$ cat config.mk
export PLATFORM = sky130hd
export DESIGN_NAME = alu_serial_unit
export DESIGN_NICKNAME = d
export VERILOG_FILES = /design/src/rtl/alu_serial_pkg.sv /design/src/rtl/alu_bit_cell.sv /design/src/rtl/alu_serial_unit.sv
export SDC_FILE = /design/constraint.sdc
export NUM_CORES = 1
export LEC_CHECK = 0
export BUFFER_PORTS_ARGS = -buffer_cell sky130_fd_sc_hd__clkbuf_2
export CAP_MARGIN = 20
export CORE_ASPECT_RATIO = 0.8
export CORE_MARGIN = 2
export CORE_UTILIZATION = 55
export DETAILED_ROUTE_END_ITERATION = 16
export PLACE_DENSITY = 0.78
export REMOVE_ABC_BUFFERS = 1
export SKIP_CTS_REPAIR_TIMING = 1
export SLEW_MARGIN = 20
export SYNTH_ARGS = -nofsm -noshare
export SYNTH_HDL_FRONTEND = slang
export SYNTH_HIERARCHICAL = 1
export SYNTH_SLANG_ARGS = --single-unit
$ cat constraint.sdc
create_clock -name clk -period 1.85 [get_ports clk]
set_clock_uncertainty 0.1 [all_clocks]
set_input_delay 0.2775 -clock clk [delete_from_list [all_inputs] [get_ports clk]]
set_output_delay 0.2775 -clock clk [all_outputs]
set_load 0.01 [all_outputs]
$ cat src/rtl/alu_serial_pkg.sv
// Shared opcodes, FSM state and bit-cell mode encoding for the bit-serial ALU.
package alu_serial_pkg;

    localparam logic [3:0] OP_ADD    = 4'd0;
    localparam logic [3:0] OP_SUB_XY = 4'd1;
    localparam logic [3:0] OP_SUB_YX = 4'd2;
    localparam logic [3:0] OP_ZERO   = 4'd3;
    localparam logic [3:0] OP_ONE    = 4'd4;
    localparam logic [3:0] OP_ONES   = 4'd5;
    localparam logic [3:0] OP_NEG_X  = 4'd6;
    localparam logic [3:0] OP_NEG_Y  = 4'd7;
    localparam logic [3:0] OP_NOT_X  = 4'd8;
    localparam logic [3:0] OP_NOT_Y  = 4'd9;
    localparam logic [3:0] OP_INC_X  = 4'd10;
    localparam logic [3:0] OP_INC_Y  = 4'd11;
    localparam logic [3:0] OP_DEC_X  = 4'd12;
    localparam logic [3:0] OP_DEC_Y  = 4'd13;
    localparam logic [3:0] OP_AND    = 4'd14;
    localparam logic [3:0] OP_OR     = 4'd15;

    typedef enum logic [1:0] {IDLE, RUN, DONE} state_t;

    typedef enum logic [1:0] {MODE_ADD, MODE_AND, MODE_OR} cell_mode_t;

    function automatic logic op_is_logic(input logic [3:0] op);
        return (op == OP_AND) || (op == OP_OR);
    endfunction

    function automatic cell_mode_t op_mode(input logic [3:0] op);
        if (!op_is_logic(op)) return MODE_ADD;
        return (op == OP_AND) ? MODE_AND : MODE_OR;
    endfunction

endpackage

$ cat src/rtl/alu_bit_cell.sv
// One-bit full adder with AND/OR bypass; the single compute cell of the serial ALU.
module alu_bit_cell
    import alu_serial_pkg::*;
(
    input  logic       a,
    input  logic       b,
    input  logic       cin,
    input  cell_mode_t mode,
    output logic       s,
    output logic       cout
);

    // NOTE: every output gets a default before the case so no latch is inferred.
    always_comb begin
        s    = 1'b0;
        cout = 1'b0;
        case (mode)
            MODE_ADD: begin
                s    = a ^ b ^ cin;
                cout = (a & b) | (a & cin) | (b & cin);
            end
            MODE_AND: s = a & b;
            MODE_OR:  s = a | b;
            default:  s = 1'b0;
        endcase
    end

endmodule

$ cat src/rtl/alu_serial_unit.sv
// Bit-serial ALU: one command in, WIDTH cycles through one bit cell, one result out.
// Define ALU_SERIAL_FLAGS_EN to add the out_zero / out_neg result flags.
module alu_serial_unit
    import alu_serial_pkg::*;
#(
    parameter int WIDTH = 16,
    parameter int CNT_W = 5
) (
    input  logic             clk,
    input  logic             rst,
    input  logic             in_valid,
    output logic             in_ready,
    input  logic [3:0]       in_op,
    input  logic [WIDTH-1:0] in_x,
    input  logic [WIDTH-1:0] in_y,
    output logic             out_valid,
    input  logic             out_ready,
    output logic [WIDTH-1:0] out_result,
    output logic             out_carry
`ifdef ALU_SERIAL_FLAGS_EN
    ,
    output logic             out_zero,
    output logic             out_neg
`endif
);

    localparam logic [CNT_W-1:0] LAST_BIT = CNT_W'(WIDTH - 1);

    state_t           state_q, state_d;
    logic [WIDTH-1:0] a_q, a_d, b_q, b_d, res_q, res_d;
    logic             carry_q, carry_d;
    logic [CNT_W-1:0] cnt_q, cnt_d;
    cell_mode_t       mode_q, mode_d;

    logic [WIDTH-1:0] a_sel, b_sel;
    logic             c0_sel;
    logic             cell_s, cell_cout;
    logic             accept;

    assign accept = in_valid && in_ready;

    alu_bit_cell u_cell (
        .a    (a_q[0]),
        .b    (b_q[0]),
        .cin  (carry_q),
        .mode (mode_q),
        .s    (cell_s),
        .cout (cell_cout)
    );

    // Every opcode reduces to A + B + c0 (or a bitwise op on x, y).
    always_comb begin
        a_sel  = '0;
        b_sel  = '0;
        c0_sel = 1'b0;
        case (in_op)
            OP_ADD:    begin a_sel = in_x; b_sel = in_y; end
            OP_SUB_XY: begin a_sel = in_x; b_sel = ~in_y; c0_sel = 1'b1; end
            OP_SUB_YX: begin a_sel = in_y; b_sel = ~in_x; c0_sel = 1'b1; end
            OP_ZERO:   ;
            OP_ONE:    c0_sel = 1'b1;
            OP_ONES:   b_sel = '1;
            OP_NEG_X:  begin b_sel = ~in_x; c0_sel = 1'b1; end
            OP_NEG_Y:  begin b_sel = ~in_y; c0_sel = 1'b1; end
            OP_NOT_X:  b_sel = ~in_x;
            OP_NOT_Y:  b_sel = ~in_y;
            OP_INC_X:  begin a_sel = in_x; c0_sel = 1'b1; end
            OP_INC_Y:  begin a_sel = in_y; c0_sel = 1'b1; end
            OP_DEC_X:  begin a_sel = in_x; b_sel = '1; end
            OP_DEC_Y:  begin a_sel = in_y; b_sel = '1; end
            OP_AND, OP_OR: begin a_sel = in_x; b_sel = in_y; end
            default:   ;
        endcase
    end

    always_comb begin
        state_d = state_q;
        case (state_q)
            IDLE:    if (accept) state_d = RUN;
            RUN:     if (cnt_q == LAST_BIT) state_d = DONE;
            DONE:    if (out_ready) state_d = IDLE;
            default: state_d = IDLE;
        endcase
    end

    always_comb begin
        a_d     = a_q;
        b_d     = b_q;
        res_d   = res_q;
        carry_d = carry_q;
        cnt_d   = cnt_q;
        mode_d  = mode_q;
        if (state_q == IDLE && accept) begin
            a_d     = a_sel;
            b_d     = b_sel;
            carry_d = c0_sel && !op_is_logic(in_op);
            cnt_d   = '0;
            mode_d  = op_mode(in_op);
        end else if (state_q == RUN) begin
            a_d     = a_q >> 1;
            b_d     = b_q >> 1;
            res_d   = {cell_s, res_q[WIDTH-1:1]};
            carry_d = cell_cout;
            cnt_d   = cnt_q + CNT_W'(1);
        end
    end

    // NOTE: sequential state uses non-blocking assignments so every register samples pre-edge values.
    always_ff @(posedge clk) begin
        if (rst) begin
            state_q <= IDLE;
            a_q     <= '0;
            b_q     <= '0;
            res_q   <= '0;
            carry_q <= 1'b0;
            cnt_q   <= '0;
            mode_q  <= MODE_ADD;
        end else begin
            state_q <= state_d;
            a_q     <= a_d;
            b_q     <= b_d;
            res_q   <= res_d;
            carry_q <= carry_d;
            cnt_q   <= cnt_d;
            mode_q  <= mode_d;
        end
    end

    always_comb begin
        in_ready   = (state_q == IDLE);
        out_valid  = (state_q == DONE);
        out_result = res_q;
        out_carry  = carry_q;
    end

`ifdef ALU_SERIAL_FLAGS_EN
    // Sticky "some result bit was 1"; zero flag is its complement once the result is valid.
    logic nz_q, nz_d;

    always_comb begin
        nz_d = nz_q;
        if (state_q == IDLE && accept) nz_d = 1'b0;
        else if (state_q == RUN)       nz_d = nz_q | cell_s;
    end

    always_ff @(posedge clk) begin
        if (rst) nz_q <= 1'b0;
        else     nz_q <= nz_d;
    end

    assign out_zero = out_valid & ~nz_q;
    assign out_neg  = out_valid & res_q[WIDTH-1];
`endif

endmodule

### Word-level counts from Yosys, hierarchy flattened

Cells that the tools add are included.

| word-level totals | value |
|---|---|
| bits in registers | 58 |
| latch bits | 0 |
| bits in writable memories | 0 |
| memory bits (read-only) | 0 |
| output and inout bits | 19 |
| word-level logic and storage cells | 80 |
| memories kept | 0 |

| operators by class | value |
|---|---|
| $add $sub $neg | 1 |
| multipliers | 0 |
| div/mod/pow operators | 0 |
| magnitude comparators | 0 |
| equality and inequality tests | 22 |
| shift-type cells | 0 |
| muxes and demuxes | 20 |
| bitwise gates (word level) | 11 |
| reduce and logical (&&, ||, !) cells | 19 |

Operators by type and width:

| kind | number |
|---|---|
| $mux 16 | 4 |
| $pmux 16 s4 | 1 |
| $eq 4x4->1 const B | 8 |
| $not 16->16 | 2 |
| $pmux 16 s2 | 1 |
| $eq 4x3->1 const B | 4 |
| $reduce_or 3->1 | 5 |
| $mux 2 | 6 |
| $reduce_or 7->1 | 1 |
| $mux 1 | 6 |
| $pmux 2 s3 | 1 |
| $reduce_or 6->1 | 1 |
| $add 5x1->5 const B | 1 |
| $eq 5x4->1 const B | 1 |
| $eq 2x1->1 const B | 2 |
| $eq 2x2->1 const B | 2 |
| $eq 4x1->1 const B | 1 |
| $eq 4x2->1 const B | 1 |
| $logic_not 2->1 | 2 |
| $logic_not 4->1 | 1 |
| $ne 2x1->1 const B | 2 |
| $and 1x1->1 | 3 |
| $logic_and 1x1->1 | 3 |
| $or 1x1->1 | 3 |
| other kinds (10) | 11 |

### Depth between registers and ports, before layout

Gate-level depths: netlist (run 1).

| depth | value |
|---|---|
| depth in word-level cells | 6 |
| mapped depth | 7 |
| gate-level depth less buffers | 7 |

### Cells and area by module

The synthesis (run 1) kept the hierarchy.

Modules (own cells, without submodules):

| module | times used | cells an instance | area an instance (um2) | sequential area each (um2) |
|---|---|---|---|---|
| alu_serial_unit | 1 | 463 | 3641.0 | 1161.1 |
| alu_bit_cell | 1 | 10 | 83.8 | 0.0 |

### Worst setup path after synthesis (run 1)

OpenSTA, ideal clock, no wires.

| timing | value |
|---|---|
| kind | input -> register |
| start | in in_op[3] |
| end | reg b_q[14] |
| library setup time | 0.123 ns |
| arrival | 1.314 ns |
| required time | 1.627 ns |
| setup slack | 0.313 ns |
| stages on the path | 6 |
| path buffers | 2 |
| cells stage by stage | buf_4 or4b_4 o21ai_2 a21o_4 buf_12 a211oi_2 |

| between the ends | value |
|---|---|
| word-level cells in the longest chain between the ends | 4 |
| elaborated cells between the ends (all ways) | 18 |
| classes of those cells | 11 x eq/ne; 2 x mux; 5 x reduce/logical |

RTL lines:

| what | RTL line | source |
|---|---|---|
| from (decl) | alu_serial_unit.sv:13 | `input logic [3:0] in_op,` |
| $eq 4x4->1 (tied with other cells) | alu_serial_unit.sv:56 | `case (in_op)` |
| $reduce_or 3->1 (no source line) | - |  |
| $pmux 16 s4 (*) | alu_serial_unit.sv:56 |  |
| $mux 16 (*) | alu_serial_unit.sv:93 | `if (state_q == IDLE && accept) begin` |
| to (signal assigned) | alu_serial_unit.sv:113 | `b_q <= '0;` |
| to (signal assigned) | alu_serial_unit.sv:121 | `b_q <= b_d;` |
| to (decl) | alu_serial_unit.sv:30 | `logic [WIDTH-1:0] a_q, a_d, b_q, b_d, res_q, res_d;` |

Every way passes the cells marked *; elsewhere a longest branch is shown, timed or not.
A chain may end at the register's enable or synchronous reset.

### Final worst setup path (run 1)

| timing | value |
|---|---|
| start | reg state_q[0] |
| end | reg a_q[10] |

| between the ends | value |
|---|---|
| word-level cells in the longest chain between the ends | 4 |
| elaborated cells between the ends (all ways) | 6 |
| classes of those cells | 1 x eq/ne; 1 x mux; 4 x reduce/logical |

RTL lines:

| what | RTL line | source |
|---|---|---|
| from (decl) | alu_serial_unit.sv:29 | `state_t state_q, state_d;` |
| from (signal assigned) | alu_serial_unit.sv:119 | `state_q <= state_d;` |
| $logic_not 2->1 | alu_serial_unit.sv:93, alu_serial_unit.sv:130 |  |
| $logic_and 1x1->1 | alu_serial_unit.sv:40 | `assign accept = in_valid && in_ready;` |
| $logic_and 1x1->1 | alu_serial_unit.sv:93 |  |
| $mux 16 or $reduce_bool 2->1 (tied branches) | - |  |
| to (signal assigned) | alu_serial_unit.sv:112 | `a_q <= '0;` |
| to (signal assigned) | alu_serial_unit.sv:120 | `a_q <= a_d;` |
| to (decl) | alu_serial_unit.sv:30 |  |

Several ways; a longest one is shown, not always the timed one.

==> flow_summary_export.csv, run 1 <==
group,metric,value,unit
synthesis,ys_warn_count,6,
synthesis,netlist_area,3725,um^2
clocking,clockBufferDepth,2,
detailed_routing,wl,10470,um
clocking,htreeDepth,3,
critical_path,cp_max_fo,27,
timing,period_share,89.61,%
hold_path,holdPathEnd,"a_q[2]",
job,max_cap_violations,0,
floorplanning,fp-row-count,26,
placed_design,gp_congestion,0.9701,
placed_design,hpwl,6958,um
critical_path,cp-end-kind,"flip-flop",
synthesis,synthTopCellsByCount,"dfxtp_1, nor2_1, nand2_1, a21oi_1, o21ai_0",
floorplanning,core-area,6474,um^2
layout,final_nets,569,
synthesis,post-synth-top-count-cell,"dfxtp_1",
layout,drive_above_1_share,23.63,%
timing,timing.final.ws_setup,0.1922,ns
synthesis,synth_ff_type,"dfxtp_1",
power_and_ir_drop,p_per_area,784.0,nW/um^2
clocking,numCtsBuffers,9,
critical_path,r2r-start,"state_q[0]",
synthesis,ys_seq_elements,58,
global_route,grt_pass1_wl,17240,um
critical_path,timing.rr.end,"a_q[10]",
synthesis,yosysSeqAreaShare,31.17,%
critical_path,cp-start-kind,"flip-flop",
clocking,tritoncts,"yes",
critical_path,critPathRequiredTime,1.93,ns
placed_design,post-place-ws,-0.09691,ns
layout,utilization,66.81,%
detailed_routing,first_iter_violations,339,
timing,min_period,1.658,ns
detailed_routing,num_vias,3845,
synthesis,synthDistinctLibCells,51,
floorplanning,die_x,96.01,um
global_route,track_usage,29.49,%
synthesis,synth_top_area_share,31.17,%
critical_path,r2r_slack,0.19,ns
layout,final_cell_area,4325,um^2
floorplanning,initial_utilization,57.54,%
clocking,clk_latency,0.35,ns
floorplanning,die-area,7451,um^2
hold_path,whs_path_depth,3,
global_route,grt_max_degree,42,
global_route,grt-ovfl-total,0,
synthesis,synthCells,473,
synthesis,synth_top_cells_by_area,"dfxtp_1, a21oi_1, nor2_1, xor2_1, o21ai_0",
detailed_routing,postRouteAntennaNets,0,
detailed_routing,drt_first_pass_iters,5,
clocking,path_clk_slew,0.07,ns
detailed_routing,drc,0,
critical_path,rr_worst_depth,6,
power_and_ir_drop,peakVddDrop,0.3835,mV
detailed_routing,routed_via_density,6.272,
timing,slew_violations,0,
placed_design,placed_cell_area,4119,um^2
synthesis,synth_top_area_cell,"dfxtp_1",
timing,finalHoldViolations,0,
power_and_ir_drop,leakage,1.849,nW
critical_path,arrival,1.74,ns
timing,worstMarginPinSlew,0.8797,ns
clocking,cts-root-buf,"clkbuf_8",
layout,area_delta_synth_final,16.12,%
run_status,outcome,"finished, final reports clean",
layout,antenna_cells,0,
timing,setup_viol,0,
clocking,cts.sinks,58,
timing,slew_headroom,41.14,%
detailed_routing,wl_per_cell,17.08,um
timing,fmax,603.2,MHz
hold_path,hold_path_class,"input pin to flip-flop",
floorplanning,die_h,77.61,um
synthesis,synth_edf_count,0,
critical_path,path_class,"flip-flop to flip-flop",
layout,instances_no_fill,613,
floorplanning,io_pins,59,
placed_design,portBuffers,58,
global_route,antenna_found_initial,0,
placed_design,dp.cells,597,
global_route,grt_pass1_vias,3494,
synthesis,avgSynthCellArea,7.875,um^2
timing,rsz0062_at_grt,"false",
hold_path,min-delay-start,"in_x[2]",
synthesis,async_reset_ff_share,0,%
timing,fin_tns_setup,0,ns
[how the worst max path moves through the flow]
stage                from  depth (start not counted)  endpoint  slack (ns)
2_1_floorplan  state_q[0]                          4   a_q[10]       -0.95
6_report       state_q[0]                          6   a_q[10]        0.19
5_1_grt        state_q[0]                          6    a_q[5]        0.05
3_5_place_dp     in_op[3]                          5    a_q[3]        -0.1
4_1_cts        state_q[0]                          4   a_q[10]       -0.02
3_3_place_gp     in_op[3]                          5    a_q[3]       -0.01
[worst max-delay path: stages, from the launching register on]
cell and delay, ns:
dfxtp_1 0.39, nor2b_2 0.18, buf_12 0.19, o211ai_1 0.11, buf_4 0.21, a32oi_1 0.20
o21ai_0 0.11
[flip-flops by register name (all words and copies together), names as in the netlist]
name        count
a_q            16
b_q            16
cnt_q           5
mode_q          2
out_carry       1
out_result     16
state_q         2
[metal layers]
metal | GRT usage (%) | part of all wire, %
met4 | 8.143 | 1.2
met1 | 40.61 | 44
met5 | 0 | 0
met3 | 8.058 | 8.3
met2 | 45.21 | 46
[stage by stage]
stage	hold slack, ns	power (mW)
floorplan	0.2466	1.842
global placement	0.3402	2.148
detailed placement	0.3499	2.176
CTS	0.08694	3.387
global route	0.1099	3.544
finish	0.09497	3.391
[power by group]
| group | switching, mW | total (mW) | internal [mW] |
|---|---|---|---|
| Clock | 0.531 | 1.22 | 0.688 |
| Sequential | 0.0705 | 1.40 | 1.33 |
| Combinational | 0.449 | 0.771 | 0.322 |
| Total | 1.05 | 3.39 | 2.34 |
[final cells by class]
cell class                      count  area (um^2)
Multi-Input combinational cell    344         2212
Fill cell                         562         2148
Sequential cell                    58         1161
Timing Repair Buffer               89        560.5
Clock buffer                       11        151.4
Tap cell                           84        105.1
Inverter                           22        82.58
Clock inverter                      5        52.55
[layout by cell type, fill, tap and decap left out, drive strengths merged, types with 4 or more instances in the layout]
master	synthesis	final
o21ai	33	33
a21o	15	15
nand2	41	41
ha	4	4
a22o	14	14
a211oi	16	16
a221o	15	15
dfxtp	58	58
a21oi	38	38
nor2	50	50
xor2	18	18
inv	22	22
o22ai	19	19
buf	33	31
a31oi	15	15
clkbuf	16	69
a32oi	13	13
nor2b	4	4
nand3	15	15
[cell families after synthesis]
| logic type | count (synthesis) | synth area share, % |
|---|---|---|
| AO/OA/AOI/OAI | 193 | 37.02 |
| AND/OR/NAND/NOR | 123 | 14.85 |
| buffers and inverters | 71 | 9.573 |
| flip-flops | 58 | 31.17 |
| XOR/XNOR | 20 | 4.703 |
| adder cells (fa/ha/maj) | 6 | 2.150 |
| multiplexers | 2 | 0.5375 |
Note: power is estimated with default switching activity, not from simulation.
==> run 2: changes to the inputs <==
--- a/config.mk
+++ b/config.mk
@@ -5,13 +5,14 @@
 export SDC_FILE = /design/constraint.sdc
 export NUM_CORES = 1
 export LEC_CHECK = 0
+export ABC_CLOCK_PERIOD_IN_PS = 1850
 export BUFFER_PORTS_ARGS = -buffer_cell sky130_fd_sc_hd__clkbuf_2
 export CAP_MARGIN = 20
 export CORE_ASPECT_RATIO = 0.8
 export CORE_MARGIN = 2
-export CORE_UTILIZATION = 55
+export CORE_UTILIZATION = 50
 export DETAILED_ROUTE_END_ITERATION = 16
-export PLACE_DENSITY = 0.78
+export PLACE_DENSITY = 0.72
 export REMOVE_ABC_BUFFERS = 1
 export SKIP_CTS_REPAIR_TIMING = 1
 export SLEW_MARGIN = 20
==> flow_summary_export.csv, run 2 (synthesized netlist as in run 1, its figures left out) <==
group,metric,value,unit
layout,seqCellArea,1161,um^2
clocking,numCtsBuffers,9,
power_and_ir_drop,p_switching,1.077,mW
layout,utilization,59.38,%
clocking,clockBufferDepth,2,
timing,hold_ws,0.09403,ns
layout,final_nets,568,
critical_path,arrival,1.85,ns
layout,nFillCells,651,
critical_path,cp_max_fo,33,
run_status,outcome,"finished, final reports clean",
floorplanning,fp-row-count,28,
hold_path,hold_path_class,"input pin to flip-flop",
power_and_ir_drop,total_power,3.617,mW
power_and_ir_drop,internal-power,2.539,mW
layout,antenna_cells,0,
critical_path,path_class,"flip-flop to flip-flop",
placed_design,dp.cells,602,
global_route,antenna_found_initial,0,
timing,rsz0062_at_grt,"false",
placed_design,gp_congestion,0.9139,
floorplanning,die-area,8161,um^2
layout,area_delta_synth_final,16.73,%
detailed_routing,drc,0,
placed_design,portBuffers,58,
job,max_cap_violations,0,
critical_path,critPathRequiredTime,1.96,ns
power_and_ir_drop,peakVddDrop,0.4485,mV
timing,worstMarginPinSlew,0.6568,ns
timing,min_period,1.742,ns
global_route,grt_max_degree,38,
timing,slew_headroom,56.21,%
layout,instances_no_fill,618,
detailed_routing,drt_first_pass_iters,5,
placed_design,hpwl,7336,um
clocking,path_clk_slew,0.07,ns
power_and_ir_drop,power.clock.fraction,40.3,%
global_route,grt_pass1_wl,17050,um
detailed_routing,wl,10640,um
clocking,cts.sinks,58,
timing,slew_violations,0,
power_and_ir_drop,p_per_area,831.8,nW/um^2
timing,period_share,94.15,%
clocking,clk_latency,0.35,ns
global_route,track_usage,26.81,%
timing,finalHoldViolations,0,
floorplanning,die_h,81.20,um
floorplanning,die_x,100.5,um
floorplanning,initial_utilization,50.87,%
power_and_ir_drop,p_sw_share,29.79,%
layout,drive_above_1_share,23.30,%
detailed_routing,num_vias,3744,
timing,fmax,574.1,MHz
power_and_ir_drop,seqPwrFrac,38.6,%
global_route,grt_pass1_vias,3412,
critical_path,cp-end-kind,"flip-flop",
detailed_routing,wl_per_cell,17.21,um
timing,setup_viol,0,
power_and_ir_drop,combinationalPowerShare,21.1,%
critical_path,r2r_slack,0.11,ns
layout,multiInputGateArea,2210,um^2
power_and_ir_drop,leakage,1.844,nW
layout,layout_common_cells,"dfxtp_1, clkbuf_2, nor2_1",
detailed_routing,routed_via_density,6.058,
detailed_routing,postRouteAntennaNets,0,
clocking,tritoncts,"yes",
floorplanning,io_pins,59,
floorplanning,core-area,7322,um^2
critical_path,cp-start-kind,"flip-flop",
detailed_routing,first_iter_violations,331,
clocking,htreeDepth,3,
global_route,grt-ovfl-total,0,
clocking,cts-root-buf,"clkbuf_8",
-- run 2: path summary, 6_finish.rpt --
| path | from | to | depth (start not counted) |
|---|---|---|---|
| max | state_q[0] | b_q[15] | 5 |
| min reg2reg | out_result[1] | out_result[0] | 2 |
| max reg2reg | state_q[0] | b_q[15] | 5 |
| min | in_x[4] | a_q[4] | 3 |
-- run 2: critical path, cell delays in order, from the launching register on --
cell	delay (ns)
dfxtp_1	0.34
buf_12	0.18
or3b_1	0.45
buf_4	0.20
nand2_1	0.21
o22ai_1	0.12
-- run 2: routing by layer --
layer  wire [um]  GRT usage [%]  part of all wire [%]  vias up
met4         131          7.260                   1.2        0
li1            -              -                     -     1830
met5           0              0                     0        -
met3         612          7.315                   5.8       19
met1        4977          36.13                    47     1775
met2        4917          42.48                    46      120
-- run 2: metrics by stage --
step                setup WS [ns]  cell area, um^2  setup TNS, ns
global placement          0.09163             4104              0
floorplan                 -0.9541             3451         -23.91
CTS                       0.04008             4345              0
global route              0.03382             4348              0
detailed placement       0.003569             4104              0
finish                     0.1082             4348              0
-- run 2: area by class of cell --
type / instances / share of cell area (%)
Inverter: 22 / 1.899
Multi-Input combinational cell: 344 / 50.82
Sequential cell: 58 / 26.70
Timing Repair Buffer: 88 / 12.43
Clock inverter: 7 / 2.705
Clock buffer: 9 / 2.849
Tap cell: 90 / 2.590
-- run 2: power by group through the flow --
stage / combinational, mW / sequential, mW / clock [mW]
floorplan: 0.430 / 1.41 / 0
global placement: 0.725 / 1.42 / 0
detailed placement: 0.750 / 1.42 / 0
CTS: 0.755 / 1.40 / 1.48
global route: 0.837 / 1.40 / 1.54
finish: 0.762 / 1.40 / 1.46
==> run 3: changes to the inputs <==
--- a/config.mk
+++ b/config.mk
@@ -6,13 +6,12 @@
 export NUM_CORES = 1
 export LEC_CHECK = 0
 export ABC_CLOCK_PERIOD_IN_PS = 1850
-export BUFFER_PORTS_ARGS = -buffer_cell sky130_fd_sc_hd__clkbuf_2
 export CAP_MARGIN = 20
 export CORE_ASPECT_RATIO = 0.8
 export CORE_MARGIN = 2
-export CORE_UTILIZATION = 50
+export CORE_UTILIZATION = 45
 export DETAILED_ROUTE_END_ITERATION = 16
-export PLACE_DENSITY = 0.72
+export DONT_BUFFER_PORTS = 1
 export REMOVE_ABC_BUFFERS = 1
 export SKIP_CTS_REPAIR_TIMING = 1
 export SLEW_MARGIN = 20
==> flow_summary_export.csv, run 3 (synthesized netlist as in run 1, its figures left out) <==
group,metric,value,unit
detailed_routing,wl_per_cell,18.02,um
clocking,path_clk_slew,0.07,ns
floorplanning,io_pins,59,
critical_path,path_class,"flip-flop to flip-flop",
critical_path,arrival,1.69,ns
floorplanning,die-area,9026,um^2
layout,utilization,51.21,%
timing,slew_headroom,43.19,%
critical_path,crit_path_cell_trace,"nor2b_2 -> o211ai_1 -> buf_4 -> a32oi_1 -> o21ai_0",
detailed_routing,wl,10380,um
floorplanning,fp-row-count,29,
layout,antenna_cells,0,
critical_path,cp_max_fo,10,
run_status,violations,"hold timing",
power_and_ir_drop,peakVddDrop,0.3706,mV
hold_path,hold_path_class,"input pin to flip-flop",
placed_design,portBuffers,0,
global_route,grt_max_degree,62,
placed_design,hpwl,6524,um
floorplanning,die_h,85.38,um
timing,fin_tns_setup,0,ns
global_route,antenna_found_initial,0,
detailed_routing,wl_met2,4762,um
power_and_ir_drop,p_per_area,850.9,nW/um^2
critical_path,timing.rr.end,"a_q[10]",
placed_design,post-place-ws,0.06367,ns
clocking,tritoncts,"yes",
timing,period_share,85.37,%
layout,layout_common_cells,"dfxtp_1, nor2_1, nand2_1",
global_route,grt-ovfl-total,0,
global_route,grt_pass1_wl,16620,um
clocking,cts.sinks,58,
critical_path,cpMaxStageDelayCell,"dfxtp_1",
detailed_routing,wl_met1,4854,um
clocking,clk_latency,0.36,ns
clocking,cts-root-buf,"clkbuf_8",
detailed_routing,highest-signal-layer,"met4",
floorplanning,initial_utilization,46.66,%
clocking,numCtsBuffers,9,
floorplanning,die_x,105.7,um
timing,hold_ws,-0.02659,ns
critical_path,critical_path.startpoint,"state_q[0]",
timing,fmax,633.2,MHz
critical_path,critPathRequiredTime,1.96,ns
global_route,grt_pass1_vias,3246,
global_route,track_usage,23.17,%
critical_path,cp-end-kind,"flip-flop",
placed_design,placed_cell_area,3721,um^2
placed_design,gp_congestion,0.7948,
critical_path,cp-start-kind,"flip-flop",
detailed_routing,met3_length,722,um
detailed_routing,drt_first_pass_iters,5,
critical_path,rr_worst_depth,5,
layout,final_common_cell,"dfxtp_1",
job,max_cap_violations,0,
power_and_ir_drop,total_power,3.478,mW
clocking,clockBufferDepth,2,
timing,timing.final.ws_setup,0.2707,ns
critical_path,slowest_delay,0.36,ns
layout,final_nets,508,
layout,instances_no_fill,576,
timing,slew_violations,0,
layout,final_cell_area,4088,um^2
clocking,htreeDepth,3,
detailed_routing,routed_via_density,6.128,
detailed_routing,drc,0,
floorplanning,core-area,7983,um^2
placed_design,dp.cells,548,
critical_path,r2r-start,"state_q[0]",
timing,finalHoldViolations,5,
critical_path,crit_end,"a_q[10]",
timing,min_period,1.579,ns
power_and_ir_drop,leakage,1.575,nW
timing,setup_viol,0,
run_status,outcome,"finished, violations left",
layout,area_delta_synth_final,9.741,%
timing,rsz0062_at_grt,"false",
detailed_routing,postRouteAntennaNets,0,
detailed_routing,num_vias,3530,
critical_path,r2r_slack,0.27,ns
layout,drive_above_1_share,11.32,%
detailed_routing,first_iter_violations,291,
timing,worstMarginPinSlew,0.8490,ns
[run 3: worst max-delay path: cells and delay by family (launching register included)]
kind / cells / cell delay, ns
buffers and inverters: 1 / 0.27
DFF: 1 / 0.36
AOI/OAI and AO/OA: 3 / 0.54
and+or+nand+nor: 1 / 0.16
[run 3: layout make-up]
class                      instances  area [um^2]
tap                              108        135.1
timing repair buffer              28        252.7
multi-input combinational        344         2215
fill                             782         3895
sequential                        58         1161
clock inverter                     7        117.6
clock buffer                       9        123.9
inverter                          22        82.58
[run 3: how the worst min path moves through the flow]
| stage | endpoint | cells after the start | start |
|---|---|---|---|
| after floorplan | out_result[0] | 1 | rst |
| after global placement | out_result[2] | 1 | rst |
| after detailed placement | out_result[6] | 1 | rst |
| after CTS | out_result[6] | 1 | rst |
| after global routing | mode_q[1] | 2 | in_op[0] |
| final | a_q[5] | 2 | in_x[5] |
[run 3: layer usage]
| layer | GRT usage, % | vias to the layer above |
|---|---|---|
| met3 | 7.220 | 5 |
| met5 | 0 | - |
| met4 | 5.622 | 0 |
| met2 | 37.30 | 106 |
| met1 | 30.48 | 1707 |
| li1 | - | 1712 |
[run 3: power breakdown]
group | internal (mW) | switching (mW) | leakage (nW) | total, mW
Sequential | 1.33 | 0.0706 | 0.475 | 1.40
Combinational | 0.281 | 0.341 | 0.989 | 0.621
Clock | 0.891 | 0.565 | 0.111 | 1.46
Total | 2.50 | 0.976 | 1.58 | 3.48
